<file path="src/rtl/fetch_sequencer.sv">
// Program-counter owner and instruction-fetch handshake controller.
// Fetches the word at pc, holds it for decode, then advances, redirects or halts.
module fetch_sequencer #(
    parameter int unsigned    PC_W     = 16,
    parameter int unsigned    INSTR_W  = 16,
    parameter logic [PC_W-1:0] RESET_PC = '0
) (
    input  logic               clk,
    input  logic               rst,
    output logic               imem_req,
    output logic [PC_W-1:0]    imem_addr,
    input  logic               imem_valid,
    input  logic [INSTR_W-1:0] imem_rdata,
    output logic [INSTR_W-1:0] instr,
    output logic               instr_valid,
    input  logic               instr_ready,
    output logic [PC_W-1:0]    pc_cur,
    output logic [PC_W-1:0]    pc_seq,
    input  logic               redirect,
    input  logic [PC_W-1:0]    redirect_pc,
    input  logic               halt_req,
    output logic               halted,
    output logic [15:0]        retired
);

    localparam int unsigned RET_W = 16;

    localparam logic [1:0] S_BOOT  = 2'd0;
    localparam logic [1:0] S_FETCH = 2'd1;
    localparam logic [1:0] S_ISSUE = 2'd2;
    localparam logic [1:0] S_HALT  = 2'd3;

    logic [1:0]         r_state;
    logic [PC_W-1:0]    r_pc;
    logic [INSTR_W-1:0] r_instr;
    logic [RET_W-1:0]   r_retired;
    logic               r_imem_req;
    logic               r_instr_valid;
    logic               r_halted;

    logic [1:0]         w_state_nx;
    logic [PC_W-1:0]    w_pc_nx;
    logic [PC_W-1:0]    w_pc_inc;
    logic               w_capture;
    logic               w_accept;

    assign w_pc_inc = r_pc + PC_W'(2);

    // Next state and pc; redirect targets are forced to halfword alignment.
    always_comb begin
        w_state_nx = r_state;
        w_pc_nx    = r_pc;
        w_capture  = 1'b0;
        w_accept   = 1'b0;
        case (r_state)
            S_BOOT: begin
                w_state_nx = S_FETCH;
            end
            S_FETCH: begin
                if (imem_valid) begin
                    w_capture  = 1'b1;
                    w_state_nx = S_ISSUE;
                end
            end
            S_ISSUE: begin
                if (instr_ready) begin
                    w_accept = 1'b1;
                    if (halt_req) begin
                        w_state_nx = S_HALT;
                    end else begin
                        w_state_nx = S_FETCH;
                        w_pc_nx    = redirect ? (redirect_pc & ~PC_W'(1)) : w_pc_inc;
                    end
                end
            end
            default: begin
                w_state_nx = S_HALT;
            end
        endcase
    end

    // Handshake flags are registered from the next state so they track it exactly.
    always_ff @(posedge clk or posedge rst) begin
        if (rst) begin
            r_state       <= S_BOOT;
            r_pc          <= RESET_PC;
            r_instr       <= '0;
            r_retired     <= '0;
            r_imem_req    <= 1'b0;
            r_instr_valid <= 1'b0;
            r_halted      <= 1'b0;
        end else begin
            r_state       <= w_state_nx;
            r_pc          <= w_pc_nx;
            r_imem_req    <= (w_state_nx == S_FETCH);
            r_instr_valid <= (w_state_nx == S_ISSUE);
            r_halted      <= (w_state_nx == S_HALT);
            if (w_capture) begin
                r_instr <= imem_rdata;
            end
            if (w_accept) begin
                r_retired <= r_retired + RET_W'(1);
            end
        end
    end

    assign imem_req    = r_imem_req;
    assign imem_addr   = r_pc;
    assign instr       = r_instr;
    assign instr_valid = r_instr_valid;
    assign pc_cur      = r_pc;
    assign pc_seq      = w_pc_inc;
    assign halted      = r_halted;
    assign retired     = r_retired;

endmodule

</file>
<file path="config.mk">
export PLATFORM = sky130hd
export DESIGN_NAME = fetch_sequencer
export DESIGN_NICKNAME = d
export VERILOG_FILES = /design/src/rtl/fetch_sequencer.sv
export SDC_FILE = /design/constraint.sdc
export NUM_CORES = 1
export LEC_CHECK = 0
export BUFFER_PORTS_ARGS = -buffer_cell sky130_fd_sc_hd__buf_2
export CAP_MARGIN = 20
export CORE_ASPECT_RATIO = 2
export CORE_UTILIZATION = 30
export CTS_BUF_LIST = sky130_fd_sc_hd__clkbuf_4 sky130_fd_sc_hd__clkbuf_8
export DETAILED_ROUTE_END_ITERATION = 8
export SLEW_MARGIN = 20
export SYNTH_ARGS = -nofsm -noshare
export SYNTH_HDL_FRONTEND = slang
export SYNTH_SLANG_ARGS = --single-unit
</file>
<file path="constraint.sdc">
create_clock -name clk -period 2.4 [get_ports clk]
set_clock_uncertainty 0.1 [all_clocks]
set_input_delay 0.12 -clock clk [delete_from_list [all_inputs] [get_ports clk]]
set_output_delay 0.12 -clock clk [all_outputs]
set_load 0.01 [all_outputs]
</file>
After elaboration in Yosys (flattened, before gate mapping)
Cells that the tools add are included.
Widths: inputs -> output; s select.
{ "totals": {"reg_bits": 53, "latchBits": 0, "mem_bits_rw": 0, "mem_bits_ro": 0, "wordCells": 26, "memories": 0} }
{ "classes": {"addsub": 2, "n_mul": 0, "div": 0, "n_lt_le_gt_ge": 0, "n_eq_ne": 5, "shifts": 0, "mux": 9, "bitwise": 1, "reduce_logical": 2} }
{ "op_table": {"columns": ["op", "n"], "rows": [
  ["$add 16x1->16 const B", 1],
  ["$add 16x2->16 const B", 1],
  ["$mux 16", 1],
  ["$eq 2x2->1 const B", 3],
  ["$mux 2", 3],
  ["$pmux 2 s3", 1],
  ["$eq 2x1->1 const B", 2],
  ["$mux 1", 4],
  ["$reduce_and 3->1", 1],
  ["$logic_not 2->1", 1],
  ["$not 1->1", 1]
]} }

Depth between registers and ports, before layout
Gate-level depths: netlist of the first run.
{ "depth": {"ltp_word": 4, "mapped_depth": 6, "mapped_depth_nobuf": 5} }

Worst setup path after synthesis of the first run
No wires, ideal clock.
{ "synth_path": {"kind": "register -> output", "start": "reg r_pc[1], in the netlist imem_addr[1]", "end": "out pc_seq[13]", "arrival_ns": 1.641, "required_time_ns": 2.180, "slack_ns": 0.539, "path_stages_with_launch": 5, "n_path_buf": 0, "path_cell_list": "dfrtp_1 ha_1 nand2_2 or4_4 xnor2_1"} }
{ "synth_between": {"elab_chain_len": 1} }
{ "synth_lines": {"columns": ["element", "line", "source"], "rows": [
  ["from (decl)", "34", "logic [PC_W-1:0] r_pc;"],
  ["from (signal assigned)", "94", "r_pc <= w_pc_nx;"],
  ["$add 16x2->16", "47", "assign w_pc_inc = r_pc + PC_W'(2);"],
  ["to (decl)", "18", "output logic [PC_W-1:0] pc_seq,"]
]} }
No other way between the ends.

Final worst setup path of the first run
Same ends and word-level chain as after synthesis.

==> results of run 1 <==
## layout make-up
type                    count  area, um^2  share of cell area (%)
multi-input cells         168        1186                   32.66
clock inverters             2       60.06                   1.653
clock buffers               5       68.82                   1.895
repair buffers            144       848.3                   23.36
diodes                      1       2.502                 0.06889
flip-flops and latches     52        1304                   35.89
well taps                 100       125.1                   3.445
inverters                  10       37.54                   1.033
## critical path: cells and delay by family, from the launching register on
| kind | cells | cell delay, ps |
|---|---|---|
| buf+inv | 1 | 150 |
| fa+ha+maj | 1 | 250 |
| simple gates | 2 | 700 |
| flops | 1 | 440 |
| xor+xnor | 1 | 140 |
## what timing repair did
| item | in CTS | in global routing |
|---|---|---|
| endpoints found under the hold margin | 49 | 0 |
| endpoints found under the setup margin | 0 | 2 |
| hold buffers | 23 | 0 |
| gates resized for setup | 0 | 3 |
## placed cells by master (no fill, tap or decap), drive strengths merged, types with 8 or more instances in the layout
master       count
buf            121
dfrtp           52
dlygate4sd3     23
xnor2           18
mux2            17
nor2            16
nand2           16
o21ai           11
xor2            10
inv             10
nand3           10
a21oi            9
nand4            8
## flip-flops by register name, summed over array words and instances (netlist names)
name and cells:
retired 16, imem_req 1, instr 16, r_state 2, halted 1, instr_valid 1, imem_addr 15
## cells in the mapped netlist, drive strengths merged (4+ instances only)
| master | number |
|---|---|
| a21oi | 9 |
| a2bb2oi | 4 |
| buf | 24 |
| clkbuf | 4 |
| dfrtp | 52 |
| inv | 10 |
| mux2 | 17 |
| nand2 | 16 |
| nand3 | 10 |
| nand4 | 8 |
| nor2 | 16 |
| nor3 | 7 |
| nor4 | 5 |
| o21a | 4 |
| o21ai | 11 |
| xnor2 | 18 |
| xor2 | 10 |
## through the flow
step / setup slack [ps] / hold slack [ps] / utilization (%) / power, mW / area (um^2)
6_report: 180.5 / 16.20 / 42.00 / 2.297 / 3632
5_1_grt: 31.59 / 30.17 / 41.97 / 2.415 / 3630
4_1_cts: 24.27 / 2.122 / 41.91 / 2.332 / 3625
3_5_place_dp: 401.1 / 128.5 / 37.76 / 1.573 / 3266
3_3_place_gp: 413.3 / 118.5 / 37.76 / 1.554 / 3266
2_1_floorplan: 538.8 / 164.8 / - / 1.378 / 2701
## layer usage
| metal | vias up | global-route usage [%] | wire length, um | part of all wire, % |
|---|---|---|---|---|
| met5 | - | 0 | 0 | 0 |
| met4 | 0 | 7.370 | 150 | 2.1 |
| met3 | 10 | 2.965 | 329 | 4.6 |
| met2 | 81 | 30.37 | 4011 | 56 |
| met1 | 1124 | 15.58 | 2650 | 37 |
| li1 | 1124 | - | - | - |
## final timing paths
path / cells past startpoint / to
setup / recovery: 5 / pc_seq[13]
hold / removal: 3 / imem_addr[8]
setup reg to reg: 5 / imem_addr[13]
hold reg to reg: 1 / retired[15]
max in group asynchronous: 4 / imem_addr[1]
min in group asynchronous: 3 / instr[15]
## kinds of logic (layout without fill, tap and decap cells)
group / after synthesis / in the layout / synth area share, %
AND/OR/NAND/NOR: 75 / 75 / 15.79
flip-flops: 52 / 52 / 48.30
AO/OA/AOI/OAI: 42 / 42 / 10.22
buffers and inverters: 38 / 161 / 8.035
XOR/XNOR: 28 / 28 / 9.103
multiplexers: 18 / 18 / 7.478
adder cells (fa/ha/maj): 2 / 2 / 0.9288
other: 1 / 4 / 0.1392
## power groups by stage
stage / Sequential, mW / Combinational, mW / Clock [mW]
2_1_floorplan: 1.13 / 0.248 / 0
3_3_place_gp: 1.09 / 0.462 / 0
3_5_place_dp: 1.10 / 0.474 / 0
4_1_cts: 1.08 / 0.503 / 0.747
5_1_grt: 1.10 / 0.541 / 0.772
6_report: 1.08 / 0.498 / 0.716
==> impl_results.md, run 1 <==
- Critical Path RT: 2180 ps
- Setup-failing EPs final: 0
- Clk pwr share: a little under a third
- Clk slew on worst S/H paths: ~100 ps
- Die X: ~69 um
- Avg Inst Size Synth: 10.52 um^2
- R2r startpoint: imem_addr[1]
- Initial antenna violation count: 1
- Setup TNS Final: 0 ps
- Cell variety after synth: 43
- CP max stage delay: between 500 and 600 ps
- Internal power: 1.642 mW
- Main synth FF type: dfrtp_1
- CP Class: reg -> out
- Layout cell share with drive strength beyond 1: 41.21%
- Largest cells by area after synthesis: dfrtp_1 (48%), mux2_2 (7.1%), xnor2_1 (5.9%), buf_4 (5.3%), xor2_1 (3.3%)
- CTS Buf Count: 5
- Leakage: ~1.8 nW
- Number of flops mapped to enable cells by yosys: 0
- Maximum clock rate: between 400 and 500 MHz
- # rows: between 40 and 50
- Power density over the cells: approximately 630 nW/um^2
- Mapped Area: 2694 um^2
- VDD IR max: ~0.45 mV
- Post-CTS Setup Repair Bufs: 0
- Reg power frac: 47.2%
- Via-per-instance ratio: a little under 5
- CP max stage cell: or4_4
- Final net count: approximately 420
- Clock root cell: clkbuf_8
- Crit-path cells: ha_2 > nand2_2 > or4_4 > xnor2_1 > buf_2
- Fin. max-slew vios: 0
- Crit path from: imem_addr[1]
- I/O Pins: roughly 120
- Antenna viol nets, final: 0
- FF-to-FF setup slack: 510 ps
- Core Area: roughly 8600 um^2
- Final min period: 2220 ps
- Largest area contributor in the netlist: dfrtp_1
- Via count: about 2300
- Seq/Total Area, Yosys: 48.30%
- Worst hold path type: in -> reg
- HPWL after DPL: slightly above 5000 um
- Fillers: 882
- Largest net degree at the start of global routing: 30
- Vias in the first global route: between 2000 and 2500
- Die H: around 140 um
- Starting density of the core: approximately 31%
- Routed WL: roughly 7100 um
- Fin crit share: about 92%
- Crit. End Element: output port
- Post-synthesis cell count: between 200 and 300
- Routability cong.: 0.7529
- Startpoint Class: flip-flop
- Final-report hold violation count: 0
- Largest fanout on the critical path: 7
- Critical path arrival: 2000 ps
- Status: complete, no violations
- RSZ-0062 raised after global routing: no
- NetSw: 0.6549 mW
- First-pass GRT wire length: roughly 12000 um
- Overall overflow remaining after global route: 0
- Combinational Power Share: 21.7%
- Slew HR: 46.23%
- Worst hold path startpoint: redirect_pc[8]
- Clock Path Buffers: 2
- Number of H-tree levels: 2
- Clk Latency, worst-skew pair: 310 ps
- Yosys reg bits: 52
- Post-synth top area share: about half
- Residual DRC: 0
- CTS tree: built
- Placed cells: roughly 450
- MaxCap Viol Count: 0
- Wire per inst: roughly 15 um
- Yosys warnings: 0
- # port buffers: 116
- Synthesis-to-layout area growth: 34.83%
- Final non-filler cell total: 482
- Worst-Margin Slew: 804.0 ps
- # clock sinks: 52
- Tot GR Track Use: between 10% and 20%
- DRT iter0 DRCs: 90
- Net Sw Frac: 28.51%
- Pre-antenna DRT Iters: 4
- Synth async-reset ratio: 100.0%
- Die area: about 9400 um^2
Power figures use the tool's default switching activity.
==> run 2, diff against run 1 <==
Settings changed: SETUP_SLACK_MARGIN from default to 0.3.
==> run 2 against run 1 <==
Against the previous run:
- cell count rose by 1.9%
- clock power about the same
- global-route usage up 0.063 points
- largest power group unchanged
- sequential share of layout area down 0.78 points
- cell area rose by 3.0%
- critical path type unchanged
- total power up 1.5%
- die area stayed put
- routed wire length rose by 0.73%
- utilization rose by 1.3 points
- first-iteration DRC count is the same
- clock-buffer cell count unchanged
==> impl_results.md, run 2 (synthesized netlist as in run 1, its figures left out) <==
- CP Class: reg -> out
- Worst-Margin Slew: around 800 ps
- Most frequent cells in the layout: buf_2 (116), dfrtp_1 (42), dlygate4sd3_1 (23)
- Setup-failing EPs final: 0
- Vias in the first global route: roughly 2400
- Number of H-tree levels: 2
- Residual DRC: 0
- Via-per-instance ratio: between 4 and 5
- I/O Pins: 121
- Placed cells: ~450
- DRT iter0 DRCs: 90
- Synthesis-to-layout area growth: 38.88%
- Tot GR Track Use: between 10% and 20%
- Core Area: just under 9000 um^2
- Fillers: between 800 and 900
- Placed Area: ~3300 um^2
- Clock root cell: clkbuf_8
- Via count: roughly 2400
- Die H: about 140 um
- Final non-filler cell total: slightly below 500
- CP max stage cell: or4_4
- Crit-path cells: nand4_4 > or4_4 > xnor2_2 > buf_2
- Maximum clock rate: between 400 and 500 MHz
- Routed WL: just over 7000 um
- Fin crit share: 86.81%
- HPWL after DPL: just over 5000 um
- Antenna viol nets, final: 0
- CTS Buf Count: 5
- Clk Latency, worst-skew pair: 310 ps
- # port buffers: roughly 120
- Starting density of the core: a little under a third
- Finished Cell Area: approximately 3700 um^2
- Layout cell share with drive strength beyond 1: between 40% and 50%
- Die area: roughly 9400 um^2
- Critical path arrival: between 1500 and 2000 ps
- # clock sinks: 52
- Routability cong.: ~0.75
- Buf+Inv Stages, Crit Path: 1
- Clock Path Buffers: 2
- Status: complete, no violations
- Slew HR: 46.32%
- CP max stage delay: 580 ps
- Pre-antenna DRT Iters: 4
- Fin. max-slew vios: 0
- Leakage: about 1.8 nW
- MaxCap Viol Count: 0
- Setup TNS Final: 0 ps
- Hold_ws: 19.67 ps
- Top delay family on crit path: simple AND/OR/NAND/NOR gates
- VDD IR max: 0.4472 mV
- Die X: around 69 um
- RSZ-0062 raised after global routing: yes
- Final min period: between 2000 and 2500 ps
- First-pass GRT wire length: 11700 um
- Crit. End Element: output port
- CTS tree: built
- Startpoint Class: flip-flop
- Clk slew on worst S/H paths: around 100 ps
- Critical Path RT: approximately 2200 ps
- Wire per inst: 14.65 um
- Initial antenna violation count: 1
- Largest net degree at the start of global routing: 30
- Final-report hold violation count: 0
- Commonest non-fill, non-tap cell in the layout: buf_2
- Overall overflow remaining after global route: 0
- Largest fanout on the critical path: 9
- Final net count: between 400 and 500
- Power density over the cells: between 600 and 700 nW/um^2
- Worst hold path type: in -> reg
- # rows: 48
[run 2: changes by cell type in the layout (fill, tap and decap cells not counted), sizes merged]
cell and delta:
buf +9
[run 2: final timing paths]
check                               start      endpoint  slack [ps]  cells past startpoint
min                        redirect_pc[8]  imem_addr[8]          20                      3
max reg2reg                    r_state[1]    r_state[0]         560                      3
min in group asynchronous             rst      instr[1]         330                      3
max                          imem_addr[4]    pc_seq[13]         320                      4
max in group asynchronous             rst  imem_addr[5]        1120                      4
min reg2reg                   retired[15]   retired[15]         380                      1
[run 2: power breakdown]
group	internal (mW)	switching, mW
registers	0.980	0.0960
logic	0.281	0.263
clock network	0.411	0.302
total	1.67	0.661
[run 2: worst min-delay path: stages]
cell and delay, ps:
buf_2 80, a21oi_1 60, o2bb2ai_1 140
[run 2: layout make-up]
cell class | count | area [um^2] | area share, %
Sequential cell | 52 | 1314 | 35.12
Clock inverter | 2 | 60.06 | 1.605
Timing Repair Buffer | 153 | 915.9 | 24.48
Tap cell | 100 | 125.1 | 3.344
Multi-Input combinational cell | 168 | 1217 | 32.54
Antenna cell | 1 | 2.502 | 0.06689
Inverter | 10 | 37.54 | 1.003
Clock buffer | 5 | 68.82 | 1.839
[run 2: per-stage QoR]
step | total power, mW | util (%) | worst slack [ps]
6_report | 2.333 | 43.26 | 316.5
5_1_grt | 2.458 | 43.23 | 229.2
4_1_cts | 2.349 | 42.38 | 262.9
3_5_place_dp | 1.573 | 37.76 | 401.1
3_3_place_gp | 1.554 | 37.76 | 413.3
2_1_floorplan | 1.378 | - | 538.8
[run 2: timing repair]
item,CTS,global route
hold buffers,23,0
gates resized for setup,6,9
pin swaps,1,1
buffers inserted,3,6
endpoints found under the setup margin,6,8
endpoints found under the hold margin,49,0
[run 2: metal layers]
| metal | wire length, um | global-route usage (%) | vias up | share of wire (%) |
|---|---|---|---|---|
| met5 | 0 | 0 | - | 0 |
| met1 | 2609 | 15.54 | 1159 | 36 |
| met3 | 325 | 2.965 | 14 | 4.5 |
| li1 | - | - | 1143 | - |
| met4 | 184 | 7.596 | 0 | 2.6 |
| met2 | 4074 | 30.53 | 80 | 57 |
